==> config.mk <==
export PLATFORM = sky130hd
export DESIGN_NAME = pic_cmd_regfile
export DESIGN_NICKNAME = d
export VERILOG_FILES = /design/src/rtl/pic_pkg.sv /design/src/rtl/pic_rdback_mux.sv /design/src/rtl/pic_cmd_regfile.sv
export SDC_FILE = /design/constraint.sdc
export NUM_CORES = 1
export LEC_CHECK = 0
export BUFFER_PORTS_ARGS = -buffer_cell sky130_fd_sc_hd__buf_2
export CAP_MARGIN = 20
export CORE_AREA = 3 3 90 92
export DETAILED_ROUTE_END_ITERATION = 16
export DIE_AREA = 0 0 93 95
export GPL_TIMING_DRIVEN = 0
export PLACE_DENSITY_LB_ADDON = 0.15
export SYNTH_ARGS = -nofsm -noshare
export SYNTH_HDL_FRONTEND = slang
export SYNTH_SLANG_ARGS = --single-unit
export TNS_END_PERCENT = 20
==> constraint.sdc <==
create_clock -name clk -period 3.98 [get_ports clk]
set_input_delay 0.796 -clock clk [delete_from_list [all_inputs] [get_ports clk]]
set_output_delay 0.796 -clock clk [all_outputs]
set_load 0.01 [all_outputs]
==> src/rtl/pic_pkg.sv <==
// ---------------------------------------------------------------------------
// pic_pkg
// Shared definitions for the 8259 PIC command register bank:
//   - initialisation FSM state encoding
//   - command type / command number codes as produced by the write decoder
//   - ICW1, ICW4 and OCW3 bit positions
//   - lowest-set-bit helper used by the poll response
// ---------------------------------------------------------------------------
package pic_pkg;

    typedef enum logic [2:0] {
        ST_UNINIT    = 3'd0,
        ST_WAIT_ICW2 = 3'd1,
        ST_WAIT_ICW3 = 3'd2,
        ST_WAIT_ICW4 = 3'd3,
        ST_READY     = 3'd4
    } pic_state_t;

    localparam logic CMD_ICW = 1'b1;
    localparam logic CMD_OCW = 1'b0;

    localparam logic [1:0] NR_ICW1 = 2'd0;
    localparam logic [1:0] NR_ICW2 = 2'd1;
    localparam logic [1:0] NR_ICW3 = 2'd2;
    localparam logic [1:0] NR_ICW4 = 2'd3;

    localparam logic [1:0] NR_OCW1 = 2'd0;
    localparam logic [1:0] NR_OCW2 = 2'd1;
    localparam logic [1:0] NR_OCW3 = 2'd2;

    // ICW1 bit positions
    localparam int unsigned ICW1_IC4  = 0;
    localparam int unsigned ICW1_SNGL = 1;
    localparam int unsigned ICW1_LTIM = 3;

    // ICW4 field positions (icw4_bits = {SFNM,BUF,M/S,AEOI,uPM})
    localparam int unsigned ICW4_UPM  = 0;
    localparam int unsigned ICW4_AEOI = 1;
    localparam int unsigned ICW4_MS   = 2;
    localparam int unsigned ICW4_BUF  = 3;
    localparam int unsigned ICW4_SFNM = 4;

    // OCW3 bit positions
    localparam int unsigned OCW3_RIS  = 0;
    localparam int unsigned OCW3_RR   = 1;
    localparam int unsigned OCW3_P    = 2;
    localparam int unsigned OCW3_SMM  = 5;
    localparam int unsigned OCW3_ESMM = 6;

    // Index of the lowest set bit; 0 when no bit is set.
    function automatic logic [2:0] pic_lowest_set(input logic [7:0] v);
        logic [2:0] lvl;
        lvl = '0;
        for (int unsigned i = 0; i < 8; i++) begin
            if (v[7 - i]) lvl = 3'(7 - i);
        end
        return lvl;
    endfunction

endpackage

==> src/rtl/pic_rdback_mux.sv <==
// ---------------------------------------------------------------------------
// pic_rdback_mux
// CPU read-back path: holds the IRR/ISR read-select register, optionally the
// poll-pending flag and poll encoder, and registers the read-back byte.
// Optional feature macro: PIC_POLL_EN (poll command support).
// Ports:
//   clk, rst       clock, synchronous active-high reset
//   i_icw1         ICW1 accepted: restore read select (and drop poll)
//   i_ocw3_wr      OCW3 accepted
//   i_ocw3_ris     OCW3 RIS bit
//   i_ocw3_rr      OCW3 RR bit (enables RIS)
//   i_ocw3_p       OCW3 P bit (poll request)
//   i_rd_stb       CPU read request
//   i_rd_a0        A0 of the read
//   i_imr/i_irr/i_isr  sources for the read-back byte
//   o_rd_data      read-back byte, held until next read
//   o_rd_valid     one-cycle pulse with each read
// ---------------------------------------------------------------------------
module pic_rdback_mux
    import pic_pkg::*;
#(
    parameter logic RST_RD_ISR = 1'b0
) (
    input  logic       clk,
    input  logic       rst,
    input  logic       i_icw1,
    input  logic       i_ocw3_wr,
    input  logic       i_ocw3_ris,
    input  logic       i_ocw3_rr,
    input  logic       i_ocw3_p,
    input  logic       i_rd_stb,
    input  logic       i_rd_a0,
    input  logic [7:0] i_imr,
    input  logic [7:0] i_irr,
    input  logic [7:0] i_isr,
    output logic [7:0] o_rd_data,
    output logic       o_rd_valid
);

    logic       r_rd_isr;
    logic [7:0] r_rd_data;
    logic       r_rd_valid;
    logic [7:0] w_rd_sel;

`ifdef PIC_POLL_EN
    logic       r_poll_pend;
    logic [7:0] w_irr_m;

    assign w_irr_m = i_irr & ~i_imr;

    always_ff @(posedge clk) begin
        if (rst) begin
            r_poll_pend <= 1'b0;
        end else if (i_icw1) begin
            r_poll_pend <= 1'b0;
        end else if (i_ocw3_wr && i_ocw3_p) begin
            // a new poll request wins over a read consuming the old one
            r_poll_pend <= 1'b1;
        end else if (i_rd_stb) begin
            r_poll_pend <= 1'b0;
        end
    end

    always_comb begin
        w_rd_sel = '0;
        if (r_poll_pend)
            w_rd_sel = {|w_irr_m, 4'b0000, pic_lowest_set(w_irr_m)};
        else if (i_rd_a0)
            w_rd_sel = i_imr;
        else if (r_rd_isr)
            w_rd_sel = i_isr;
        else
            w_rd_sel = i_irr;
    end
`else
    logic w_unused_poll;
    assign w_unused_poll = i_ocw3_p;

    always_comb begin
        w_rd_sel = '0;
        if (i_rd_a0)
            w_rd_sel = i_imr;
        else if (r_rd_isr)
            w_rd_sel = i_isr;
        else
            w_rd_sel = i_irr;
    end
`endif

    always_ff @(posedge clk) begin
        if (rst) begin
            r_rd_isr   <= RST_RD_ISR;
            r_rd_data  <= '0;
            r_rd_valid <= 1'b0;
        end else begin
            r_rd_valid <= i_rd_stb;
            if (i_rd_stb)
                r_rd_data <= w_rd_sel;
            if (i_icw1)
                r_rd_isr <= RST_RD_ISR;
            else if (i_ocw3_wr && i_ocw3_rr)
                r_rd_isr <= i_ocw3_ris;
        end
    end

    assign o_rd_data  = r_rd_data;
    assign o_rd_valid = r_rd_valid;

endmodule

==> src/rtl/pic_cmd_regfile.sv <==
// ---------------------------------------------------------------------------
// pic_cmd_regfile
// 8259 PIC command register bank. Latches decoded ICW1-4 / OCW1-3 writes,
// runs the initialisation sequence and serves CPU read-back.
// Optional feature macro: PIC_POLL_EN (OCW3 poll command).
// Ports:
//   clk, rst          clock, synchronous active-high reset
//   wr_stb            decoded write valid (1 cycle)
//   cmd_type          1=ICW, 0=OCW
//   cmd_nr            ICW1..4 = 0..3, OCW1..3 = 0..2
//   cmd_data          write data
//   rd_stb, rd_a0     CPU read request and its A0
//   irr_in, isr_in    IRR / ISR contents for read-back
//   rd_data, rd_valid read-back byte (latency 1) and valid pulse
//   init_done         initialisation complete
//   imr               interrupt mask
//   vec_base          ICW2[7:3]
//   ltim, sngl        ICW1[3], ICW1[1]
//   cas_cfg           ICW3 byte
//   icw4_bits         ICW4[4:0]
//   ocw2_stb          OCW2 issued pulse; ocw2_cmd/ocw2_lvl held fields
//   smm               special mask mode
//   seq_err           write rejected pulse
// ---------------------------------------------------------------------------
module pic_cmd_regfile
    import pic_pkg::*;
#(
    parameter logic [7:0] RST_IMR    = 8'h00,
    parameter logic       RST_RD_ISR = 1'b0
) (
    input  logic       clk,
    input  logic       rst,
    input  logic       wr_stb,
    input  logic       cmd_type,
    input  logic [1:0] cmd_nr,
    input  logic [7:0] cmd_data,
    input  logic       rd_stb,
    input  logic       rd_a0,
    input  logic [7:0] irr_in,
    input  logic [7:0] isr_in,
    output logic [7:0] rd_data,
    output logic       rd_valid,
    output logic       init_done,
    output logic [7:0] imr,
    output logic [4:0] vec_base,
    output logic       ltim,
    output logic       sngl,
    output logic [7:0] cas_cfg,
    output logic [4:0] icw4_bits,
    output logic       ocw2_stb,
    output logic [2:0] ocw2_cmd,
    output logic [2:0] ocw2_lvl,
    output logic       smm,
    output logic       seq_err
);

    pic_state_t r_state, w_state_nxt;

    logic       r_ic4;
    logic       r_ltim;
    logic       r_sngl;
    logic [7:0] r_imr;
    logic [4:0] r_vec_base;
    logic [7:0] r_cas_cfg;
    logic [4:0] r_icw4_bits;
    logic       r_ocw2_stb;
    logic [2:0] r_ocw2_cmd;
    logic [2:0] r_ocw2_lvl;
    logic       r_smm;
    logic       r_seq_err;

    logic w_icw, w_ocw, w_ready;
    logic w_icw1, w_icw2, w_icw3, w_icw4;
    logic w_ocw1, w_ocw2, w_ocw3;
    logic w_reject;

    always_comb begin
        w_icw   = wr_stb && (cmd_type == CMD_ICW);
        w_ocw   = wr_stb && (cmd_type == CMD_OCW);
        w_ready = (r_state == ST_READY);

        w_icw1 = w_icw && (cmd_nr == NR_ICW1);
        w_icw2 = w_icw && (cmd_nr == NR_ICW2) && (r_state == ST_WAIT_ICW2);
        w_icw3 = w_icw && (cmd_nr == NR_ICW3) && (r_state == ST_WAIT_ICW3);
        w_icw4 = w_icw && (cmd_nr == NR_ICW4) && (r_state == ST_WAIT_ICW4);

        w_ocw1 = w_ocw && w_ready && (cmd_nr == NR_OCW1);
        w_ocw2 = w_ocw && w_ready && (cmd_nr == NR_OCW2);
        w_ocw3 = w_ocw && w_ready && (cmd_nr == NR_OCW3);

        w_reject = (w_icw && !(w_icw1 || w_icw2 || w_icw3 || w_icw4)) ||
                   (w_ocw && !(w_ocw1 || w_ocw2 || w_ocw3));
    end

    // Initialisation FSM: next state
    always_comb begin
        w_state_nxt = r_state;
        if (w_icw1) begin
            w_state_nxt = ST_WAIT_ICW2;
        end else if (w_icw2) begin
            if (!r_sngl)
                w_state_nxt = ST_WAIT_ICW3;
            else if (r_ic4)
                w_state_nxt = ST_WAIT_ICW4;
            else
                w_state_nxt = ST_READY;
        end else if (w_icw3) begin
            w_state_nxt = r_ic4 ? ST_WAIT_ICW4 : ST_READY;
        end else if (w_icw4) begin
            w_state_nxt = ST_READY;
        end
    end

    always_ff @(posedge clk) begin
        if (rst)
            r_state <= ST_UNINIT;
        else
            r_state <= w_state_nxt;
    end

    always_ff @(posedge clk) begin
        if (rst) begin
            r_ic4       <= 1'b0;
            r_ltim      <= 1'b0;
            r_sngl      <= 1'b0;
            r_imr       <= RST_IMR;
            r_vec_base  <= '0;
            r_cas_cfg   <= '0;
            r_icw4_bits <= '0;
            r_ocw2_stb  <= 1'b0;
            r_ocw2_cmd  <= '0;
            r_ocw2_lvl  <= '0;
            r_smm       <= 1'b0;
            r_seq_err   <= 1'b0;
        end else begin
            r_ocw2_stb <= w_ocw2;
            r_seq_err  <= w_reject;
            if (w_icw1) begin
                r_ic4       <= cmd_data[ICW1_IC4];
                r_sngl      <= cmd_data[ICW1_SNGL];
                r_ltim      <= cmd_data[ICW1_LTIM];
                r_imr       <= RST_IMR;
                r_smm       <= 1'b0;
                r_icw4_bits <= '0;
            end
            if (w_icw2) r_vec_base  <= cmd_data[7:3];
            if (w_icw3) r_cas_cfg   <= cmd_data;
            if (w_icw4) r_icw4_bits <= cmd_data[ICW4_SFNM:ICW4_UPM];
            if (w_ocw1) r_imr       <= cmd_data;
            if (w_ocw2) begin
                r_ocw2_cmd <= cmd_data[7:5];
                r_ocw2_lvl <= cmd_data[2:0];
            end
            if (w_ocw3 && cmd_data[OCW3_ESMM])
                r_smm <= cmd_data[OCW3_SMM];
        end
    end

    pic_rdback_mux #(
        .RST_RD_ISR (RST_RD_ISR)
    ) u_rdback (
        .clk        (clk),
        .rst        (rst),
        .i_icw1     (w_icw1),
        .i_ocw3_wr  (w_ocw3),
        .i_ocw3_ris (cmd_data[OCW3_RIS]),
        .i_ocw3_rr  (cmd_data[OCW3_RR]),
        .i_ocw3_p   (cmd_data[OCW3_P]),
        .i_rd_stb   (rd_stb),
        .i_rd_a0    (rd_a0),
        .i_imr      (r_imr),
        .i_irr      (irr_in),
        .i_isr      (isr_in),
        .o_rd_data  (rd_data),
        .o_rd_valid (rd_valid)
    );

    assign init_done = w_ready;
    assign imr       = r_imr;
    assign vec_base  = r_vec_base;
    assign ltim      = r_ltim;
    assign sngl      = r_sngl;
    assign cas_cfg   = r_cas_cfg;
    assign icw4_bits = r_icw4_bits;
    assign ocw2_stb  = r_ocw2_stb;
    assign ocw2_cmd  = r_ocw2_cmd;
    assign ocw2_lvl  = r_ocw2_lvl;
    assign smm       = r_smm;
    assign seq_err   = r_seq_err;

endmodule

==> results of run 1 <==
[stage by stage]
| stage | worst slack [ns] | std cells | total power, mW | hold WS, ns |
|---|---|---|---|---|
| 2_1_floorplan | 2.18 | 255 | 0.569 | 0.458 |
| 3_3_place_gp | 1.89 | 430 | 0.610 | 0.443 |
| 3_5_place_dp | 1.90 | 430 | 0.610 | 0.448 |
| 5_1_grt | 1.75 | 438 | 0.950 | 0.476 |
| 6_report | 1.85 | 438 | 0.906 | 0.461 |
| 4_1_cts | 1.85 | 438 | 0.916 | 0.464 |
[where the power goes]
group,total [mW],switching [mW],internal (mW)
Clock,0.309,0.184,0.124
Sequential,0.518,0.00249,0.516
Combinational,0.0791,0.0487,0.0304
Total,0.906,0.236,0.670
[flip-flops by register name (all words and copies together), names as in the netlist, 3 cells and up]
register,cells
cas_cfg,8
imr,8
r_state,3
icw4_bits,5
ocw2_cmd,3
vec_base,5
u_rdback.o_rd_data,8
ocw2_lvl,3
[final cells by class]
type | count | area share, %
Multi-Input combinational cell | 188 | 38.6
Sequential cell | 51 | 36.8
Timing Repair Buffer | 76 | 13.7
Tap cell | 99 | 4.46
Buffer | 16 | 3.33
Clock buffer | 5 | 2.48
Clock inverter | 3 | 0.676
[final timing paths]
kind | slack (ns) | depth (start not counted) | to | from
worst max-delay path | 1.85 | 3 | init_done | r_state[0]
worst min-delay path | 0.46 | 2 | cas_cfg[4] | cas_cfg[4]
worst max register to register | 2.42 | 5 | imr[5] | r_state[0]
worst min register to register | 0.46 | 2 | cas_cfg[4] | cas_cfg[4]
[worst register-to-register path, cell delays in order (launching register included)]
cell,delay (ns)
dfxtp_1,0.32
buf_6,0.13
nor3b_4,0.36
nand3_1,0.35
nand3_1,0.19
a21oi_1,0.08
[metal layers]
| layer | part of all wire (%) | GRT usage [%] | wire length (um) | vias up |
|---|---|---|---|---|
| met5 | 0 | 0 | 0 | - |
| met4 | 0.95 | 3.91 | 60 | 0 |
| met1 | 46 | 19.0 | 2940 | 928 |
| li1 | - | - | - | 1048 |
| met2 | 45 | 24.2 | 2840 | 72 |
| met3 | 7.6 | 3.90 | 482 | 6 |
[cell families (layout without fill, tap and decap cells)]
logic type,after synthesis,after routing,share of synthesized area [%]
flops,51,51,46.7
buf+inv,16,100,4.24
compound gates,46,46,11.7
simple gates,119,119,26.8
xor+xnor,1,1,0.401
mux,22,22,10.1
[synth_stat cells, types with 2 or more instances]
master | n | area [um2]
nand2b_1 | 2 | 12.5
mux2i_1 | 22 | 220
buf_6 | 3 | 33.8
nand3_1 | 30 | 150
and4bb_1 | 2 | 25.0
nor2_1 | 19 | 71.3
nor2b_1 | 2 | 12.5
dfxtp_1 | 51 | 1020
buf_2 | 5 | 25.0
o21ai_0 | 10 | 50.1
nand2_1 | 50 | 188
a21oi_1 | 30 | 150
nand4_1 | 3 | 18.8
clkbuf_1 | 7 | 26.3
==> impl_metrics.toml, run 1 <==
[sta]
min_period_ns = 2.13
drv_slew = 0
max_freq_mhz = 470
period_share_pct = 53.5
setup_violations = 0
tightest_slew_ns = 0.626
rsz0062_at_grt = "no"
hold_viol_final = 0
setup_tns_ns = 0
slew_headroom_pct = 57.9
worst_clock_skew_ns = 0.0162

[logic_synthesis]
synth_area_per_cell_um2 = 8.57
yosysWarnings = 0
synth-edff-count = 0
synthArstFlopShare_pct = 0
synth_area_um2 = 2190
syn_nets = 287
ys_seq_area_share_pct = 46.7
ys_ff_latch = 51
synthCells = 255
ys.flop_type = "dfxtp_1"
synthDistinctLibCells = 33

[power]
powerDensity_nw_per_um2 = 326
peakVddDrop_mv = 0.165
leakage_nw = 1.25

[die]
die_h_um = 95
io_pins = 79
die_w_um = 93
rows = 31
fp.coreArea_um2 = 7290
initial_core_util_pct = 30.0
die_area_um2 = 8840

[detailed_routing]
vias = 2054
dr.first_iter.drc_count = 80
routed_wl_um = 6330
drc_errors = 0
routedWlPerCell_um = 14.4
ant_nets = 0
dr.pass1.iters = 4
viasPerCell = 4.69

[final_layout]
ff_latch_area_um2 = 1020
nets = 370
fill_cells = 844
syn_to_final_growth_pct = 27.1
final_cell_mix = "buf_2 (81), dfxtp_1 (51), nand2_1 (50)"
design_area_um2 = 2780
final_common_cell = "buf_2"
multiInputGateArea_um2 = 1070
fin_util_pct = 38.1
drive_above_1_share_pct = 28.9
antenna_cells = 0

[placed_design]
placed_area_um2 = 2690
portBuffers = 76
hpwlAfterDp_um = 4720
gp_congestion = 0.793

[global_routing]
grt_pass1_vias = 2022
grt-ovfl-total = 0
grt_start_max_net_pins = 17
grt_pass1_wl_um = 10200
antenna_found_initial = 0
grt_use_total_pct = 14.7

[setup_path]
cp_data_arrival_time_ns = 1.33
critPathBufInv = 2
end_kind = "primary output"
required_ns = 3.18
crit_path_start_kind = "register"
crit_type = "reg2out"
critical_path.max_fanout = 7
slowest_stage = "nor3b_4"
crit_family = "simple AND/OR/NAND/NOR gates"
crit_path_max_incr_delay_ns = 0.36
crit_chain = "buf_6 > nor3b_4 > buf_2"

[flow_run]
max-cap-violations = 0

[clock_network]
clock-sinks = 51
clkTransAtPathRegs_ns = 0.11
root_buffer = "clkbuf_8"
htreeDepth = 2
holdBufCountCts = 0
post_cts_buffers = 0
cts_resized = 0
insertion_delay_ns = 0.31
cts-buffers-inserted = 5
cts_max_path_buffers = 2
tritoncts = "yes"

[status]
status = "finished clean"

[worst_hold_path]
hold_class = "reg2reg"
No activity file was read; power rests on OpenSTA's default activity.
==> inputs of run 2 (changes only) <==
==> constraint.sdc (replaced) <==
create_clock -name clk -period 1.7 [get_ports clk]
set_input_delay 0.34 -clock clk [delete_from_list [all_inputs] [get_ports clk]]
set_output_delay 0.34 -clock clk [all_outputs]
set_load 0.01 [all_outputs]
==> run 2 against run 1 <==
Net effect: cell count is 0.68% higher; wire length hardly changed; flip-flop and latch count stayed put; clock power is 130% higher; clock skew hardly changed; clock-buffer cell count stayed put; worst setup slack worse by 1.7 ns; global-route usage stayed put; first-iteration DRC count is 18% lower; non-clock buffer count is 3 higher; sequential share of layout area is 0.30 points lower; die area stayed put; largest cell class unchanged; highest routed layer unchanged.
==> impl_metrics.toml, run 2 (synthesized netlist as in run 1, its figures left out) <==
[status]
status = "finished clean"

[flow_run]
max-cap-violations = 0

[detailed_routing]
viasPerCell = 4.65
routedWlPerCell_um = 14.3
vias = 2052
drc_errors = 0
dr.pass1.iters = 4
ant_nets = 0
routed_wl_um = 6330
dr.first_iter.drc_count = 66

[power]
leakage_nw = 1.27
p_total_mw = 2.12
powerDensity_nw_per_um2 = 758
peakVddDrop_mv = 0.387

[setup_path]
crit_type = "reg2out"
startpoint = "r_state[0]"
crit_path_start_kind = "register"
rr_startpoint = "r_state[0]"
cp_data_arrival_time_ns = 1.24
end_kind = "primary output"
required_ns = 1.36
critical_path.max_fanout = 7

[final_layout]
drive_above_1_share_pct = 29.5
fill_cells = 842
final_common_cell = "buf_2"
antenna_cells = 0
nets = 373
syn_to_final_growth_pct = 28.1
fin_cells = 441
fin_util_pct = 38.4
final_cell_mix = "buf_2 (81), dfxtp_1 (51), nand2_1 (50)"

[sta]
rsz0062_at_grt = "no"
slew_headroom_pct = 58.1
max_freq_mhz = 632
worst_clock_skew_ns = 0.0162
min_period_ns = 1.58
setup_ws_ns = 0.117
period_share_pct = 93.1
drv_slew = 0
hold_viol_final = 0
tightest_slew_ns = 0.623
setup_tns_ns = 0
setup_violations = 0

[die]
initial_core_util_pct = 30.0
die_h_um = 95
die_area_um2 = 8840
io_pins = 79
fp.coreArea_um2 = 7290
die_w_um = 93
rows = 31

[placed_design]
gp_congestion = 0.793
dp_slack_ns = 0.0788
hpwlAfterDp_um = 4720
dp_cells = 430
portBuffers = 76

[global_routing]
grt_use_total_pct = 14.7
grt_pass1_wl_um = 10200
grt_start_max_net_pins = 17
grt-ovfl-total = 0
grt_pass1_vias = 2022
antenna_found_initial = 0

[worst_hold_path]
hold_start = "cmd_data[4]"
hold_class = "in2reg"

[clock_network]
insertion_delay_ns = 0.31
cts_resized = 0
clock-sinks = 51
cts-buffers-inserted = 5
root_buffer = "clkbuf_8"
clkTransAtPathRegs_ns = 0.11
tritoncts = "yes"
cts_max_path_buffers = 2
htreeDepth = 2
run 2: path summary, 6_finish.rpt:
check                       to  slack (ns)  cells past startpoint
setup / recovery     init_done        0.12                      3
hold / removal    icw4_bits[4]        0.32                      3
setup reg to reg   ocw2_cmd[2]        0.22                      6
hold reg to reg     cas_cfg[4]        0.46                      2
run 2: area by class of cell:
class / count / area, um2 / share of cell area (%)
buffer: 16 / 92.6 / 3.31
clock buffer: 5 / 68.8 / 2.46
clock inverter: 3 / 18.8 / 0.670
timing repair buffer: 79 / 403 / 14.4
multi-input combinational: 188 / 1070 / 38.3
sequential: 51 / 1020 / 36.5
tap: 99 / 124 / 4.42
run 2: power breakdown:
group	total [mW]	switching [mW]	internal (mW)
clock network	0.724	0.432	0.291
registers	1.21	0.00586	1.21
logic	0.186	0.114	0.0715
total	2.12	0.553	1.57
run 2: timing repair:
action / CTS / global route
endpoints found under the setup margin: 0 / 6
hold buffers: 0 / 0
setup buffers: 0 / 3
run 2: per-stage QoR:
| step | hold WS, ns | instance area [um2] |
|---|---|---|
| floorplan | 0.458 | 2190 |
| global placement | 0.443 | 2690 |
| detailed placement | 0.448 | 2690 |
| CTS | 0.318 | 2780 |
| global route | 0.317 | 2800 |
| finish | 0.315 | 2800 |
run 2: worst max-delay path, stage by stage (launching register included):
cell and delay, ns:
dfxtp_1 0.32, buf_6 0.13, nor3b_4 0.29, buf_2 0.19
run 2: routing by layer:
metal | up-vias | wire length [um] | track usage, %
met3 | 5 | 464 | 3.90
met5 | - | 0 | 0
li1 | 1053 | - | -
met1 | 928 | 2970 | 19.0
met4 | 0 | 59 | 3.91
met2 | 66 | 2840 | 24.2
==> inputs of run 3 (changes only) <==
--- a/config.mk
+++ b/config.mk
@@ -5,6 +5,7 @@
 export SDC_FILE = /design/constraint.sdc
 export NUM_CORES = 1
 export LEC_CHECK = 0
+export ABC_AREA = 1
 export BUFFER_PORTS_ARGS = -buffer_cell sky130_fd_sc_hd__buf_2
 export CAP_MARGIN = 20
 export CORE_AREA = 3 3 90 92
==> constraint.sdc (replaced) <==
create_clock -name clk -period 1.61 [get_ports clk]
set_input_delay 0.322 -clock clk [delete_from_list [all_inputs] [get_ports clk]]
set_output_delay 0.322 -clock clk [all_outputs]
set_load 0.01 [all_outputs]
==> run 3 against run 2 <==
Net effect: global-route usage increased by 0.19 points; critical path type unchanged; highest routed layer unchanged; via count grew 8.6%; largest cell class is now sequential cells; sequential share of layout area up 0.44 points; first-iteration DRC count grew 120%; die area unchanged; synthesized cell count rose by 16%; cell area down 1.1%; hold slack worse by 0.0037 ns.
==> impl_metrics.toml, run 3 <==
[status]
status = "finished clean"

[clock_network]
cts_max_path_buffers = 2
cts-buffers-inserted = 5
clkTransAtPathRegs_ns = 0.09
insertion_delay_ns = 0.30
clock-sinks = 51
root_buffer = "clkbuf_8"
htreeDepth = 2
tritoncts = "yes"

[power]
p_total_mw = 2.22
netSwitchingFraction_pct = 25.2
leakage_nw = 1.31
p_int_mw = 1.66
p_comb_share_pct = 9.3
p_clk_share_pct = 32.4
powerDensity_nw_per_um2 = 801
peakVddDrop_mv = 0.397
switchingPower_uw = 558
p_seq_share_pct = 58.2

[detailed_routing]
drc_errors = 0
vias = 2228
routedWlPerCell_um = 13.5
viasPerCell = 4.64
dr.pass1.iters = 4
dr.first_iter.drc_count = 143
routed_wl_um = 6500
ant_nets = 0

[setup_path]
cp_data_arrival_time_ns = 1.21
crit_type = "reg2out"
slowest_stage = "dfxtp_2"
end_kind = "primary output"
crit_path_max_incr_delay_ns = 0.37
critPathBufInv = 3
crit_chain = "inv_1 > nor3_4 > buf_6 > buf_2"
required_ns = 1.29
critical_path.max_fanout = 10
crit_family = "buffers and inverters"
crit_path_start_kind = "register"

[global_routing]
grt-ovfl-total = 0
grt_pass1_wl_um = 10400
antenna_found_initial = 0
grt_pass1_vias = 2119
grt_start_max_net_pins = 15
grt_use_total_pct = 14.9

[sta]
setup_tns_ns = 0
min_period_ns = 1.53
setup_violations = 0
rsz0062_at_grt = "no"
max_freq_mhz = 653
period_share_pct = 95.1
hold_viol_final = 0
slew_headroom_pct = 66.7
worst_clock_skew_ns = 0.00805
tightest_slew_ns = 0.499
setup_ws_ns = 0.0782
drv_slew = 0

[logic_synthesis]
ys_ff_latch = 51
ys.flop_type = "dfxtp_1"
synth_area_per_cell_um2 = 7.34
synth-edff-count = 0
synth_top_cell_by_area = "dfxtp_1"
synth_area_leaders = "dfxtp_1 (47%), a21oi_1 (9.0%), nor2_1 (7.6%)"
synthCells = 296
syn_nets = 328
synthDistinctLibCells = 25
synth_area_um2 = 2170
ys_seq_area_share_pct = 47.0
synth_top_area_share_pct = 47.0
yosys-top-cells-count = "dfxtp_1 (51), nor2_1 (44), nand2_1 (40)"
synth_most_common_cell = "dfxtp_1"
synthArstFlopShare_pct = 0
yosysWarnings = 0

[final_layout]
design_area_um2 = 2770
nets = 412
syn_to_final_growth_pct = 27.5
ff_latch_area_um2 = 1020
fin_util_pct = 38.0
final_common_cell = "buf_2"
multiInputGateArea_um2 = 970
fill_cells = 822
final_cell_mix = "buf_2 (80), dfxtp_1 (50), nor2_1 (44)"
antenna_cells = 0
drive_above_1_share_pct = 27.6

[placed_design]
gp_congestion = 0.859
placed_area_um2 = 2680
hpwlAfterDp_um = 5090
dp_slack_ns = 0.0912
portBuffers = 76

[die]
die_h_um = 95
fp.coreArea_um2 = 7290
rows = 31
die_area_um2 = 8840
initial_core_util_pct = 29.8
io_pins = 79
die_w_um = 93

[worst_hold_path]
hold_class = "in2reg"

[flow_run]
max-cap-violations = 0
-- run 3: cell types whose count changed in the layout (fill, tap and decap cells not counted), moves of 8 or more --
cell	delta
inv_1	+25
nor2_1	+25
mux2i_1	-22
o21ai_0	+20
nand3_1	-15
nand2_1	-10
a21oi_1	+9
nand4_1	+8
o211ai_1	+8
-- run 3: routing by layer --
layer  vias to the layer above  wire [um]  GRT usage (%)
li1                       1153          -              -
met1                      1011       3040           19.9
met2                        60       3060           24.5
met3                         4        353           2.95
met4                         0         52           3.79
met5                         -          0              0
-- run 3: path summary, 6_finish.rpt --
| kind | from | endpoint | cells after the start | slack, ns |
|---|---|---|---|---|
| max reg2reg | r_state[0] | seq_err | 5 | 0.23 |
| min | cmd_data[3] | icw4_bits[3] | 3 | 0.31 |
| min reg2reg | icw4_bits[2] | icw4_bits[2] | 2 | 0.47 |
| max | r_state[2] | init_done | 4 | 0.08 |
-- run 3: power by group through the flow --
stage	Sequential [mW]	Clock, mW	Combinational [mW]
after floorplan	1.33	0	0.0958
after global placement	1.32	0	0.207
after detailed placement	1.32	0	0.208
after CTS	1.29	0.743	0.209
after global routing	1.30	0.800	0.233
final	1.29	0.720	0.207
-- run 3: kinds of logic (layout without fill, tap and decap cells) --
group | after synthesis | in the layout | share of synthesized area, %
and+or+nand+nor | 121 | 121 | 25.0
AOI/OAI and AO/OA | 80 | 80 | 19.6
DFF | 51 | 51 | 47.0
buffers and inverters | 44 | 129 | 8.35
-- run 3: timing repair --
action / CTS / global route
endpoints found under the hold margin: 0 / 0
setup endpoints to repair: 1 / 1
pin swaps: 1 / 1
resized for setup: 2 / 0
hold buffers: 0 / 0
setup buffers: 1 / 0
-- run 3: worst register-to-register path: stages (launching register included) --
cell	delay, ns
dfxtp_1	0.45
nand3_1	0.19
nor2_4	0.30
nor2_1	0.13
nand3_1	0.09
a21oi_1	0.09
-- run 3: stage by stage --
| step | std cells | hold slack [ns] |
|---|---|---|
| after global routing | 480 | 0.319 |
| after CTS | 480 | 0.299 |
| after global placement | 471 | 0.452 |
| final | 480 | 0.312 |
| after detailed placement | 471 | 0.458 |
| after floorplan | 296 | 0.457 |
-- run 3: final cells by class --
type                    instances  share of cell area, %
plain buffers                  12                   2.35
inverters                      32                   4.34
flip-flops and latches         51                   36.9
repair buffers                 77                   14.0
clock inverters                 1                  0.181
well taps                      99                   4.47
multi-input cells             201                   35.0
clock buffers                   7                   2.76
